--- config.mk ---
export PLATFORM = sky130hd
export DESIGN_NAME = inst_fetch_unit
export DESIGN_NICKNAME = d
export VERILOG_FILES = /design/src/rtl/fetch_pkg.sv /design/src/rtl/next_pc_calc.sv /design/src/rtl/inst_fetch_unit.sv
export SDC_FILE = /design/constraint.sdc
export NUM_CORES = 1
export LEC_CHECK = 0
export ABC_AREA = 1
export CORE_MARGIN = 3
export CORE_UTILIZATION = 30
export DETAILED_ROUTE_END_ITERATION = 16
export SLEW_MARGIN = 5
export SYNTH_ARGS = -nofsm -noshare
export SYNTH_HDL_FRONTEND = slang
export SYNTH_SLANG_ARGS = --single-unit
export TNS_END_PERCENT = 100
--- constraint.sdc ---
create_clock -name Clk -period 2.5 [get_ports Clk]
set_clock_uncertainty 0.15 [all_clocks]
set_input_delay 0.5 -clock Clk [delete_from_list [all_inputs] [get_ports Clk]]
set_output_delay 0.5 -clock Clk [all_outputs]
set_load 0.02 [all_outputs]
--- src/rtl/fetch_pkg.sv ---
// Shared encodings for the fetch stage and the control FSM that drives it.
package fetch_pkg;

   localparam int INSTR_WIDTH = 16;
   localparam int DISP_WIDTH  = 8;

   // Next-PC select, also imported by the control FSM.
   typedef enum logic [1:0] {
      PC_INC    = 2'b00,
      PC_BRANCH = 2'b01,
      PC_JUMP   = 2'b10,
      PC_HOLD   = 2'b11
   } pc_state_e;

   // Fetch sequencer state encoding.
   typedef enum logic [1:0] {
      FETCH = 2'b00,
      LATCH = 2'b01,
      READY = 2'b10
   } fetch_state_e;

endpackage

--- src/rtl/next_pc_calc.sv ---
// Combinational next-PC selection; reused by later branch-predictor work.
module next_pc_calc
   import fetch_pkg::*;
#(
   parameter int ADDR_WIDTH = 16
) (
   input  logic [ADDR_WIDTH-1:0] PC,
   input  logic [1:0]            PCState,
   input  logic [DISP_WIDTH-1:0] BranchDisp,
   input  logic [ADDR_WIDTH-1:0] JumpTarget,
   output logic [ADDR_WIDTH-1:0] NextPC
);

   logic [ADDR_WIDTH-1:0] disp_sext;

   assign disp_sext = {{(ADDR_WIDTH-DISP_WIDTH){BranchDisp[DISP_WIDTH-1]}}, BranchDisp};

   // Select the next PC; all sums wrap modulo 2^ADDR_WIDTH.
   always_comb begin
      NextPC = PC;
      case (PCState)
         PC_INC:    NextPC = PC + ADDR_WIDTH'(1);
         PC_BRANCH: NextPC = PC + disp_sext;
         PC_JUMP:   NextPC = JumpTarget;
         PC_HOLD:   NextPC = PC;
         default:   NextPC = PC;
      endcase
   end

endmodule

--- src/rtl/inst_fetch_unit.sv ---
// Instruction fetch stage: owns the PC, reads the one-cycle-latency
// instruction RAM and holds the fetched word until the control FSM
// commands the next PC update.
//
// state | meaning
// ------+--------------------------------------------------------------
// FETCH | address (=PC) presented to RAM with read enable
// LATCH | RAM data valid, captured into Instr on this edge
// READY | Instr/PC held and valid; PCEn selects next PC and refetches
module inst_fetch_unit
   import fetch_pkg::*;
#(
   parameter int                    ADDR_WIDTH = 16,
   parameter logic [ADDR_WIDTH-1:0] RESET_PC   = '0
) (
   input  logic                   Clk,
   input  logic                   Reset,
   input  logic                   PCEn,
   input  logic [1:0]             PCState,
   input  logic [DISP_WIDTH-1:0]  BranchDisp,
   input  logic [ADDR_WIDTH-1:0]  JumpTarget,
   input  logic [INSTR_WIDTH-1:0] MemData,
   output logic [ADDR_WIDTH-1:0]  MemAddr,
   output logic                   MemRdEn,
   output logic [INSTR_WIDTH-1:0] Instr,
   output logic                   InstrValid,
   output logic [ADDR_WIDTH-1:0]  PC,
   output logic [ADDR_WIDTH-1:0]  PCPlus1,
   output logic                   PCEnDropped
);

   fetch_state_e          state;
   fetch_state_e          state_nxt;
   logic                  pc_load;
   logic                  instr_load;
   logic                  drop_evt;
   logic [ADDR_WIDTH-1:0] pc_next;

   next_pc_calc #(
      .ADDR_WIDTH (ADDR_WIDTH)
   ) u_next_pc_calc (
      .PC         (PC),
      .PCState    (PCState),
      .BranchDisp (BranchDisp),
      .JumpTarget (JumpTarget),
      .NextPC     (pc_next)
   );

   assign MemAddr = PC;
   assign PCPlus1 = PC + ADDR_WIDTH'(1);

   // Sequencer state register; reset discards any in-flight fetch.
   always_ff @(posedge Clk or posedge Reset) begin
      if (Reset) begin
         state <= FETCH;
      end else begin
         state <= state_nxt;
      end
   end

   // Next-state, strobes and Moore outputs.
   always_comb begin
      state_nxt  = state;
      pc_load    = 1'b0;
      instr_load = 1'b0;
      drop_evt   = 1'b0;
      MemRdEn    = 1'b0;
      InstrValid = 1'b0;
      case (state)
         FETCH: begin
            MemRdEn   = 1'b1;
            drop_evt  = PCEn;
            state_nxt = LATCH;
         end
         LATCH: begin
            instr_load = 1'b1;
            drop_evt   = PCEn;
            state_nxt  = READY;
         end
         READY: begin
            InstrValid = 1'b1;
            if (PCEn) begin
               pc_load   = 1'b1;
               state_nxt = FETCH;
            end
         end
         default: begin
            state_nxt = FETCH;
         end
      endcase
   end

   // PC only moves when the control FSM's strobe is accepted in READY.
   always_ff @(posedge Clk or posedge Reset) begin
      if (Reset) begin
         PC <= RESET_PC;
      end else if (pc_load) begin
         PC <= pc_next;
      end
   end

   // Capture the RAM word one cycle after its address was presented.
   always_ff @(posedge Clk or posedge Reset) begin
      if (Reset) begin
         Instr <= '0;
      end else if (instr_load) begin
         Instr <= MemData;
      end
   end

   // Sticky flag: a PCEn arrived while the fetch was still in flight.
   always_ff @(posedge Clk or posedge Reset) begin
      if (Reset) begin
         PCEnDropped <= 1'b0;
      end else if (drop_evt) begin
         PCEnDropped <= 1'b1;
      end
   end

endmodule

======== Yosys cells after proc, flatten, opt, wreduce, memory -nomap -nowiden ========
Cells that the tools add are included.
word-level totals
  bits in latches ......................... 0
  input port bits ......................... 45
  memory bits (writable) .................. 0
  memories ................................ 0
  word-level logic and storage cells ...... 26
  memory bits (read-only) ................. 0
  bits in registers ....................... 35
cells by class
  reductions and logical operators ........ 4
  $mul .................................... 0
  div/mod/pow operators ................... 0
  eq/ne operators ......................... 6
  add/subtract/negate cells ............... 2
  order comparisons ....................... 0
  bitwise operators ....................... 1
  shift-type cells ........................ 0
  multiplexer cells ....................... 9
operators by type and width
  cell                     number
  $pmux W16 S3             1
  $add A16 B1 Y16 const B  1
  $add A16 B16 Y16         1
  $eq A2 B2 Y1 const B     3
  $mux W1                  6
  $pmux W2 S3              1
  $eq A2 B1 Y1 const B     2
  $logic_not A2 Y1         2
  $mux W2                  1
  $ne A2 B2 Y1 const B     1
  $reduce_and A2 Y1        1
  $reduce_or A2 Y1         1
  $not A1 Y1               1

======== Depth between registers and ports, before layout ========
  depth in word-level cells ............... 3
  depth in mapped cells ................... 13

======== Modules after synthesis ========
From an unflattened synthesis, not the netlist that was laid out.
second synthesis, totals
  cell total of the unflattened synthesis .. 433
  area, all modules ....................... 3045.4 µm²
modules (own cells, without submodules)
  module           area each (µm²)  instances  cells an instance
  inst_fetch_unit  1809.2           1          195
  next_pc_calc     1236.2           1          238

======== Worst setup path after synthesis ========
OpenSTA, ideal clock, no wires.
  path type ............................... reg2out
  from .................................... register PC[1] (netlist: MemAddr[1])
  to ...................................... output port PCPlus1[6]
  arrival ................................. 1.523 ns
  required time ........................... 1.850 ns
  slack ................................... 0.327 ns
  stages on the path, launching flop included .. 6
  cell sequence ........................... dfrtp_1 ha_1 nand3_2 nor2_2 nand2_2 xnor2_1
on the way
  longest elaborated chain between the ends .. 1
ends and longest elaborated chain
  what                    RTL line               source
  start, declared         inst_fetch_unit.sv:27  output logic [ADDR_WIDTH-1:0] PC,
  start signal, assigned  inst_fetch_unit.sv:98  PC <= pc_next;
  $add A16 B1 Y16         inst_fetch_unit.sv:50  assign PCPlus1 = PC + ADDR_WIDTH'(1);
  end, declared           inst_fetch_unit.sv:28  output logic [ADDR_WIDTH-1:0] PCPlus1,
No other way between the ends.

======== Worst setup path after layout ========
  from .................................... register PC[6] (netlist: MemAddr[6])
  to ...................................... output port PCPlus1[9]
The elaborated chain is that of the path after synthesis.

==> reports/qor.yml <==
status: "finished clean"
cts_tree: "yes"
period_minus_slack_ns: 2.39
r2r_setup_slack_ns: 0.31
drt-total-wl_mm: 9.88
period_share: 0.954
worst_pin_slew_ns: 0.676
routed.top_layer: "met4"
synth-compound-area-share: 0.0976
cts_hold_buffers: 0
cts.path.max_buffers: 2
drt_iter0_drc: 151
grt_overflow: 0
io_buffers: 111
clk_latency_ns: 0.29
fin_nets: 657
endpoint: "PCPlus1[9]"
r2r-start: "MemAddr[2]"
synth_fa_ha_area_frac: 0.0821
synth_warnings: 0
cts_made_buffers: 5
drv_slew: 0
yosys.area_share.simple: 0.304
synth-seq-cells: 35
grt_max_degree: 36
ys_seq_area_frac: 0.279
firstDrtPassIters: 4
clkTransAtPathRegs_ns: 0.08
wl_met3_um: 544
r2r_cells: 11
hp-class: "flip-flop to flip-flop"
grt_pass1_wl_mm: 16.1
p_per_area_nw_per_um2: 1220
syn_area_sq_um: 3140
place.gp.congestion: 0.849
synth_top_family_by_area: "simple AND/OR/NAND/NOR gates"
drive_gt1_frac: 0.155
crit_arrival_ns: 1.74
cts_max_level: 2
syn_inst: 464
sequentialPowerShare: 0.193
worst_setup_path_start_kind: "flip-flop"
remaining_drc_errors: 0
coreArea_sq_um: 9950
critPathSlowestCell: "dfrtp_2"
yosys.area.top_type: "dfrtp_1"
fin_hold_ws_ns: 0.332
setup_violations: 0
cp_max_fo: 4
slowest_delay_ns: 0.42
tns_ns: 0
worst_setup_path_end_kind: "primary output"
swShare: 0.479
slew_headroom: 0.548
fmax_mhz: 419
synth_mux_area_frac: 0.0574
finalHoldViolCount: 0
ant_nets: 0
preCtsSetupSlack_ns: -0.141
dp_hpwl_mm: 7.93
vdd_drop_max_mv: 0.705
track_usage: 0.172
row_count: 36
p_leak_nw: 2.38
die_area_sq_um: 11700
r2r_end: "MemAddr[13]"
syn-num-nets: 529
routed_via_density: 4.59
syn_avg_cell_area_sq_um: 6.77
final_cell_area_sq_um: 4650
yosys.area_share.xor_xnor: 0.0251
met1Wirelength_mm: 4.56
layout_setup_ws_ns: 0.114
areaGrowthSynthToFinish_pct: 48.0
synth_edf_count: 0
synth.distinct_cells: 36
die_x_um: 108
clkPwrFrac: 0.092
p_int_mw: 2.96
p_switching_mw: 2.72
synth.top_cell.area_share: 0.279
cts_num_sinks: 35
cap_violations: 0
crit_required_ns: 1.85
ios: 112
routedWlPerCell_um: 13.6
synthArstFlopShare: 1.00
cts-root-buf: "clkbuf_8"
final_cells: 726
start_util: 0.315
dominantRegCellSynth: "dfrtp_1"
route.met2.wl_mm: 4.66
place_area_sq_um: 4530
via_count: 3330
startpoint: "MemAddr[6]"
pwr-share-comb: 0.715
die_h_um: 108
crit_type: "flip-flop to primary output"
diodes: 0
grt_antenna_before_repair: 0
crit_path_cell_trace: "nand2_2 -> nor2_2 -> nand4_1 -> xor2_2 -> inv_1 -> dlygate4sd2_1"
grt_pass1_vias: 3280
post-place-cells: 717
synth.area.top_cells: "dfrtp_1 28%, nand2_1 18%, inv_1 9.3%"
## worst min path at each step
stage          cells after the start  endpoint  startpoint  slack (ns)
2_1_floorplan                      1  state[0]    state[1]        0.29
3_3_place_gp                       1  state[0]    state[1]        0.30
3_5_place_dp                       1  state[0]    state[1]        0.32
4_1_cts                            1  state[0]    state[1]        0.33
5_1_grt                            1  state[0]    state[1]        0.34
6_report                           1  state[0]    state[1]        0.33
## registers in the layout (all words and copies together), names as in the netlist
signal	count
Instr	16
PCEnDropped	1
state	2
MemAddr	16
## power by group through the flow
stage               Combinational, mW  Clock (mW)  Sequential, mW
floorplan                        2.05           0            1.43
global placement                 4.09           0            1.08
detailed placement               4.13           0            1.10
CTS                              4.08       0.541            1.09
global route                     4.47       0.568            1.13
finish                           4.06       0.523            1.09
## metal layers
layer  GRT usage  vias up
met5           0        -
met1       0.240     1514
met2       0.282       99
met4      0.0334        0
met3      0.0263       12
li1            -     1705
## synth_stat cells (all sizes together) (3+ instances only)
master,instances
nor2,24
buf,23
nand3b,3
clkbuf,3
o21ai,22
inv,79
mux2,16
o211ai,5
dfrtp,35
xor2,8
or2,3
nand4,4
nor3,7
nand2,153
a21oi,26
ha,19
nand3,28
## layout by cell type (no fill, tap or decap), drive strengths merged, types with 2 or more instances in the layout
| cell type | netlist | final |
|---|---|---|
| a21oi | 26 | 26 |
| buf | 23 | 36 |
| clkbuf | 3 | 13 |
| clkdlybuf4s15 | 0 | 2 |
| clkdlybuf4s50 | 0 | 97 |
| clkinv | 0 | 2 |
| dfrtp | 35 | 35 |
| dlygate4sd2 | 0 | 3 |
| ha | 19 | 19 |
| inv | 79 | 79 |
| mux2 | 16 | 16 |
| nand2 | 153 | 153 |
| nand3 | 28 | 28 |
| nand3b | 3 | 3 |
| nand4 | 4 | 4 |
| nor2 | 24 | 24 |
| nor3 | 7 | 7 |
| o211ai | 5 | 5 |
| o21ai | 22 | 22 |
| or2 | 3 | 3 |
| xor2 | 8 | 8 |
## through the flow
stage               utilization  power (mW)
floorplan                     -        3.49
global placement          0.455        5.17
detailed placement        0.455        5.22
CTS                       0.466        5.72
global route              0.467        6.17
finish                    0.467        5.68
## layout make-up
type / count / area, sq um
Fill cell: 1007 / 5310
Multi-Input combinational cell: 324 / 1810
Timing Repair Buffer: 147 / 1380
Sequential cell: 35 / 882
Inverter: 79 / 297
Tap cell: 133 / 166
Clock buffer: 5 / 68.8
Clock inverter: 3 / 43.8
## cell families (layout without fill, tap and decap cells)
logic type               count (synthesis)  after routing
AO/OA/AOI/OAI                           56             56
buffers and inverters                  105            234
multiplexers                            16             16
flip-flops                              35             35
AND/OR/NAND/NOR                        223            223
XOR/XNOR                                 9              9
adder cells (fa/ha/maj)                 20             20
## what timing repair did
action,in CTS,in global routing
setup endpoints to repair,13,15
gates resized for setup,19,24
pin swaps,0,1
setup buffers,0,1
## critical path, delay by kind of cell, from the launching register on
kind | cells | cell delay, ns
flip-flops | 1 | 0.42
XOR/XNOR | 1 | 0.19
buffers and inverters | 2 | 0.39
AND/OR/NAND/NOR | 3 | 0.45
Power figures use the tool's default switching activity.
